[src/rtl/ps2_cmd_decoder.sv]
// PS/2 keyboard front end for the snake game: assembles scan codes from the raw
// PS/2 lines and turns make codes into command levels long enough for a 40 Hz sampler.
module ps2_cmd_decoder #(
   parameter int FILTER_LEN = 8,
   parameter int TIMEOUT    = 100000,
   parameter int STRETCH    = 3750000
) (
   input  logic       clk100Mhz,
   input  logic       resetn,
   input  logic       ps2_clk,
   input  logic       ps2_data,
   output logic       start,
   output logic       pause,
   output logic       resume,
   output logic       stop,
   output logic       u,
   output logic       d,
   output logic       l,
   output logic       r,
   output logic       speedUp,
   output logic       speedDown,
   output logic [7:0] scan_code,
   output logic       code_valid,
   output logic       frame_err
);

   localparam int FW = $clog2(FILTER_LEN + 1);
   localparam int TW = $clog2(TIMEOUT + 1);
   localparam logic [FW-1:0] FILTER_LAST  = FW'(FILTER_LEN - 1);
   localparam logic [TW-1:0] TIMEOUT_LAST = TW'(TIMEOUT - 1);
   localparam logic [21:0]   STRETCH_LD   = 22'(STRETCH);

   typedef enum logic [1:0] {IDLE, EXT, BRK, EXT_BRK} decodeState_t;

   logic [1:0]    clkSync;
   logic [1:0]    dataSync;
   logic [FW-1:0] filtCnt;
   logic          filtLevel;
   logic          filtPrev;
   logic          fallEdge;
   logic [3:0]    bitCnt;
   logic [9:0]    frameBits;
   logic [TW-1:0] idleCnt;
   logic [7:0]    frameData;
   logic          frameGood;
   decodeState_t  state;
   logic [9:0]    fireVec;
   logic [9:0]    cmdOut;
   logic [21:0]   stretchCnt [10];

   // Both PS/2 lines idle high, so the synchronizers come out of reset at 1.
   always_ff @(posedge clk100Mhz) begin
      if (!resetn) begin
         clkSync  <= 2'b11;
         dataSync <= 2'b11;
      end else begin
         clkSync  <= {clkSync[0], ps2_clk};
         dataSync <= {dataSync[0], ps2_data};
      end
   end

   always_ff @(posedge clk100Mhz) begin
      if (!resetn) begin
         filtLevel <= 1'b1;
         filtPrev  <= 1'b1;
         filtCnt   <= '0;
      end else begin
         filtPrev <= filtLevel;
         if (clkSync[1] == filtLevel) begin
            filtCnt <= '0;
         end else if (filtCnt == FILTER_LAST) begin
            filtLevel <= clkSync[1];
            filtCnt   <= '0;
         end else begin
            filtCnt <= filtCnt + FW'(1);
         end
      end
   end

   assign fallEdge  = filtPrev & ~filtLevel;
   assign frameData = frameBits[8:1];
   // Stop bit is the live data sample on the 11th edge; parity is odd over data+parity.
   assign frameGood = ~frameBits[0] & dataSync[1] & (^frameBits[9:1]);

   always_ff @(posedge clk100Mhz) begin
      if (!resetn) begin
         bitCnt     <= '0;
         frameBits  <= '0;
         idleCnt    <= '0;
         scan_code  <= '0;
         code_valid <= 1'b0;
         frame_err  <= 1'b0;
      end else begin
         code_valid <= 1'b0;
         frame_err  <= 1'b0;
         if (fallEdge) begin
            idleCnt <= '0;
            if (bitCnt == 4'd10) begin
               bitCnt <= '0;
               if (frameGood) begin
                  code_valid <= 1'b1;
                  scan_code  <= frameData;
               end else begin
                  frame_err <= 1'b1;
               end
            end else begin
               frameBits[bitCnt] <= dataSync[1];
               bitCnt            <= bitCnt + 4'd1;
            end
         end else if (bitCnt != 4'd0) begin
            if (idleCnt == TIMEOUT_LAST) begin
               bitCnt  <= '0;
               idleCnt <= '0;
            end else begin
               idleCnt <= idleCnt + TW'(1);
            end
         end
      end
   end

   function automatic logic [9:0] cmdMap(input logic [7:0] code);
      case (code)
         8'h1B:   cmdMap = 10'h001;
         8'h4D:   cmdMap = 10'h002;
         8'h2D:   cmdMap = 10'h004;
         8'h76:   cmdMap = 10'h008;
         8'h75:   cmdMap = 10'h010;
         8'h72:   cmdMap = 10'h020;
         8'h6B:   cmdMap = 10'h040;
         8'h74:   cmdMap = 10'h080;
         8'h79:   cmdMap = 10'h100;
         8'h7B:   cmdMap = 10'h200;
         default: cmdMap = 10'h000;
      endcase
   endfunction

   // Prefix bytes are never mapped, so only real make codes can fire here.
   always_comb begin
      fireVec = '0;
      if (code_valid && (state == IDLE || state == EXT)) begin
         fireVec = cmdMap(scan_code);
      end
   end

   always_ff @(posedge clk100Mhz) begin
      if (!resetn) begin
         state <= IDLE;
      end else if (code_valid) begin
         case (state)
            IDLE: begin
               if (scan_code == 8'hE0)      state <= EXT;
               else if (scan_code == 8'hF0) state <= BRK;
               else                         state <= IDLE;
            end
            EXT: begin
               if (scan_code == 8'hF0) state <= EXT_BRK;
               else                    state <= IDLE;
            end
            default: state <= IDLE;
         endcase
      end
   end

   // A fresh fire reloads the counter, so typematic repeats keep the level high.
   always_ff @(posedge clk100Mhz) begin
      if (!resetn) begin
         for (int i = 0; i < 10; i++) stretchCnt[i] <= '0;
         cmdOut <= '0;
      end else begin
         for (int i = 0; i < 10; i++) begin
            if (fireVec[i]) begin
               stretchCnt[i] <= STRETCH_LD;
               cmdOut[i]     <= 1'b1;
            end else if (stretchCnt[i] != 22'd0) begin
               stretchCnt[i] <= stretchCnt[i] - 22'd1;
               cmdOut[i]     <= (stretchCnt[i] != 22'd1);
            end else begin
               cmdOut[i] <= 1'b0;
            end
         end
      end
   end

   assign start     = cmdOut[0];
   assign pause     = cmdOut[1];
   assign resume    = cmdOut[2];
   assign stop      = cmdOut[3];
   assign u         = cmdOut[4];
   assign d         = cmdOut[5];
   assign l         = cmdOut[6];
   assign r         = cmdOut[7];
   assign speedUp   = cmdOut[8];
   assign speedDown = cmdOut[9];

endmodule

[config.mk]
export PLATFORM = sky130hd
export DESIGN_NAME = ps2_cmd_decoder
export DESIGN_NICKNAME = d
export VERILOG_FILES = /design/src/rtl/ps2_cmd_decoder.sv
export SDC_FILE = /design/constraint.sdc
export NUM_CORES = 1
export LEC_CHECK = 0
export ABC_AREA = 1
export CAP_MARGIN = 20
export CORE_ASPECT_RATIO = 0.7
export CORE_UTILIZATION = 40
export DETAILED_ROUTE_END_ITERATION = 10
export PLACE_DENSITY = 0.55
export SLEW_MARGIN = 20
export SYNTH_ARGS = -nofsm -noshare
export SYNTH_HDL_FRONTEND = slang
export SYNTH_SLANG_ARGS = --single-unit
[constraint.sdc]
create_clock -name clk100Mhz -period 3.8 [get_ports clk100Mhz]
set_clock_uncertainty 0.15 [all_clocks]
set_input_delay 0.76 -clock clk100Mhz [delete_from_list [all_inputs] [get_ports clk100Mhz]]
set_output_delay 0.76 -clock clk100Mhz [all_outputs]
set_load 0.02 [all_outputs]
# [Yosys cells after proc, flatten, opt, wreduce, memory -nomap -nowiden]
# Memory sizes are Yosys's and may differ from the RTL's.
# Index checks and enable logic that the tools add are counted.
[classes] n_reduce_logical=25 n_eq_ne=27 order_cmp=2 muxes=127 n_addsub=13 bitwise_logic=28
[op_table] operator="$mux W22" n=20
[op_table] operator="$ne A22 B1 Y1 const B" n=10
[op_table] operator="$reduce_bool A22 Y1" n=10
[op_table] operator="$sub A22 B1 Y22 const B" n=10
[op_table] operator="$pmux W10 S10" n=1
[op_table] operator="$mux W1" n=94
[op_table] operator="$eq A8 B7 Y1 const B" n=8
[op_table] operator="$or A1 B1 Y1" n=20
[op_table] operator="$add A17 B1 Y17 const B" n=1
[op_table] operator="$eq A17 B17 Y1 const B" n=1
[op_table] operator="$mux W17" n=1
[op_table] operator="$eq A8 B8 Y1 const B" n=2
[op_table] operator="$mux W4" n=4
[op_table] operator="$bwmux W10" n=1
[op_table] operator="$mux W10" n=1
[op_table] operator="$reduce_xor A9 Y1" n=1
[op_table] operator="$add A4 B1 Y4 const B" n=2
[op_table] operator="$eq A8 B5 Y1 const B" n=1
[op_table] operator="$eq A8 B6 Y1 const B" n=1
[op_table] operator="$mux W2" n=3
[op_table] operator="$reduce_and A2 Y1" n=3
[op_table] operator="$reduce_and A3 Y1" n=2
[op_table] operator="$lt A4 B5 Y1 const B" n=1
[op_table] operator="$not A1 Y1" n=5
[op_table] operator="15 further kinds" n=19
[word_totals] input_bits=4 ramBits=220 mem_count=1 reg_bits=63
[mem_list] memory="stretchCnt" depth=10 width=22 rd=10 rd_clocked_by_memory_dff=0 wr=10 line="49" source="logic [21:0] stretchCnt [10];"

# [Longest topological paths before layout]
[depth] word_depth=9 ltp_mapped=14 depth_no_buf=12

# [Worst setup path before layout]
# OpenSTA, ideal clock, no wires.
[synth_path] path_type="reg-to-reg" startpoint="register scan_code[4]" endpoint="memory stretchCnt[5][0] (enable)" stages_incl_launch_ff=9 arrival_ns=2.341 path_slack_ns=0.905 required_ns=3.246 period_less_slack_ns=2.895 setup_ns=0.404 n_path_buf=0 path_cell_list="dfxtp_1 -> nand2_1 -> nor2_4 -> nand4_1 -> nand2_1 -> nor3_1 -> nand2_1 -> nand2_1 -> o21ai_1"
[synth_lines] item="start: declaration" line="22" source="output logic [7:0] scan_code,"
[synth_lines] item="start signal: assignment" line="102" source="scan_code <= frameData;"
[synth_lines] item="end: declaration" line="49"

==> flow_summary.toml <==
[placement]
dpl_cell_area_um2 = 17200
dp_hpwl_um = 25000
gp_congestion = 0.839
io_buffers = 23

[floorplan]
die_h_um = 171
rows = 61
core_um2 = 40100
io_pins = 24
die_x_um = 244
initial_utilization_pct = 40.9
die_area_um2 = 41800

[clock_tree]
cts_root_buffer = "clkbuf_16"
cts_buffers = 31
clock_sinks = 282
insertion_delay_ps = 570
post_cts_buffers = 0
cts_resized = 0
clock_path_buffers = 3
h-tree-depth = 1
cts_tree = "done"
cts_hold_buf = 0
cts.clk_slew.worst_paths_ps = 60

[power]
combPwrFrac_pct = 28.6
switching_power_mw = 3.55
p_clk_share_pct = 28.7
p_leak_nw = 7.63
power_density_nw_per_um2 = 565
power_frac_seq_pct = 42.7
peakVddDrop_v = 0.000370
internal_power_mw = 6.74
p_sw_share_pct = 34.5

[run_status]
outcome = "completed"

[synthesis]
yosysWarnings = 0
ys_ff_latch = 282
syn-cell-area_um2 = 16400
synthArstFlopShare_pct = 0
synth_top_flop_cell = "edfxtp_1"
synth_nets = 2016
yosysSeqAreaShare_pct = 47.9
synth_cells = 1983
yosysUniqueCellTypes = 49
synth_edf_count = 220
synth_area_per_cell_um2 = 8.26

[timing]
tns_ps = 0
fin_crit_ps = 2820
slew_violations = 0
max_slew_margin_pct = 35.9
rsz0062_at_grt = "false"
finalHoldViolations = 0
max_slew.worst_pin.slew_ps = 959
finalSetupViolations = 0
fmax_ghz = 0.354
fin_crit_sh_pct = 74.3

[hold_path]
hp-class = "reg2reg"

[job]
max-cap-violations = 0

[critical_path]
critPathTopFamily = "simple AND/OR/NAND/NOR gates"
r2r_slack_ps = 980
cpMaxStageDelayCell = "nand2_1"
path_class = "reg2reg"
crit_path_end_kind = "flip-flop"
worstPathRequired_ps = 3740
crit_chain = "inv_1, ha_1, nand2_2, nor2_2, and2_1, nand2_1, nor4_1, nand2_1"
path_max_fanout = 22
startpoint_type = "flip-flop"
critPathBufInv = 1
max_stage_delay_ps = 610
cpMostUsedCell = "nand2_1"
cp.arrival_ps = 2770

[route]
vias_per_cell = 4.93
routed_wl_um = 35400
drt_iter0_drc = 928
met3_length_um = 1400
wl_met2_um = 14200
avgRoutedWirePerCell_um = 13.7
vias = 12700
postRouteAntennaNets = 0
route.detailed.drc = 0
top_layer = "met4"
wl_met1_um = 19100
first_pass_iters = 5

[layout]
num_antenna_cells = 0
drive_above_1_share_pct = 9.27
syn_to_final_growth_pct = 11.1
nNetsFinal = 2059
post-route-cell-area_um2 = 18200

[grt]
grt_pass1_wl_um = 59500
antenna_found_initial = 0
grt_pass1_vias = 11800
grt_usage_pct = 17.1
grt-ovfl-total = 0
grt_max_degree = 23
flip-flops by register name (all words and copies together), names as in the netlist, 4 cells and up:
name and flops:
frameBits 10, stretchCnt 220, filtCnt 4, cmdOut 10
scan_code 8, idleCnt 17, bitCnt 4
cell families after synthesis:
logic type,synth area share (%)
AOI/OAI and AO/OA,7.42
xor gates and xnor gates,6.04
adders and majority gates,2.21
buffers and inverters,6.39
DFF,47.9
and+or+nand+nor,30.0
synth_stat cells, types with 13 or more instances:
library cell,n,area [um^2]
nand3_1,108,541
or2_2,25,156
a21oi_1,100,500
edfxtp_1,220,6610
inv_2,15,56.3
dfxtp_1,62,1240
inv_1,218,818
nor2_1,379,1420
xnor2_1,31,272
nand4_1,30,188
nor3_1,50,250
o21ai_0,73,365
nor2_4,13,146
ha_1,29,363
xor2_1,82,718
nor2_2,22,138
a31oi_1,35,219
nand2_1,367,1380
per-layer routing:
layer / GRT usage (%) / vias to the layer above
met5: 0 / -
met4: 3.56 / 0
met3: 2.43 / 45
met2: 25.1 / 205
met1: 26.4 / 5841
li1: - / 6655
placed cells by master (no fill, tap or decap), types with 50 or more instances in the layout:
master	instances
o21ai_0	73
xor2_1	82
inv_1	218
nand2_1	367
nand3_1	108
nor2_1	379
nor3_1	50
edfxtp_1	220
a21oi_1	100
dfxtp_1	62
through the flow:
step	instances	util [%]	power (mW)	hold WS (ps)	worst slack (ps)
final	2585	45.4	10.3	276	976
after global placement	2528	43.0	7.36	257	987
after floorplan	1983	-	6.73	243	905
after CTS	2585	45.4	10.4	279	948
after global routing	2585	45.4	11.0	297	721
after detailed placement	2528	43.0	7.39	260	946
power groups by stage:
stage | logic, mW | registers, mW | clock network, mW
3_3_place_gp | 2.92 | 4.45 | 0
5_1_grt | 3.41 | 4.47 | 3.15
3_5_place_dp | 2.94 | 4.45 | 0
4_1_cts | 2.95 | 4.39 | 3.05
6_report | 2.94 | 4.40 | 2.95
2_1_floorplan | 2.38 | 4.36 | 0
cell type report:
type / count / area (um^2)
fill: 3904 / 21900
sequential: 282 / 7850
multi-input combinational: 1441 / 7500
clock buffer: 48 / 940
inverter: 234 / 881
tap: 535 / 669
timing repair buffer: 36 / 323
clock inverter: 9 / 46.3
path summary, 6_finish.rpt:
path,from,endpoint,cells past startpoint
worst max-delay path,stretchCnt[7][0],stretchCnt[7][7],8
worst min register to register,clkSync[0],clkSync[1],1
worst max register to register,stretchCnt[7][0],stretchCnt[7][7],8
worst min-delay path,clkSync[0],clkSync[1],1
Note: power is estimated with default switching activity, not from simulation.
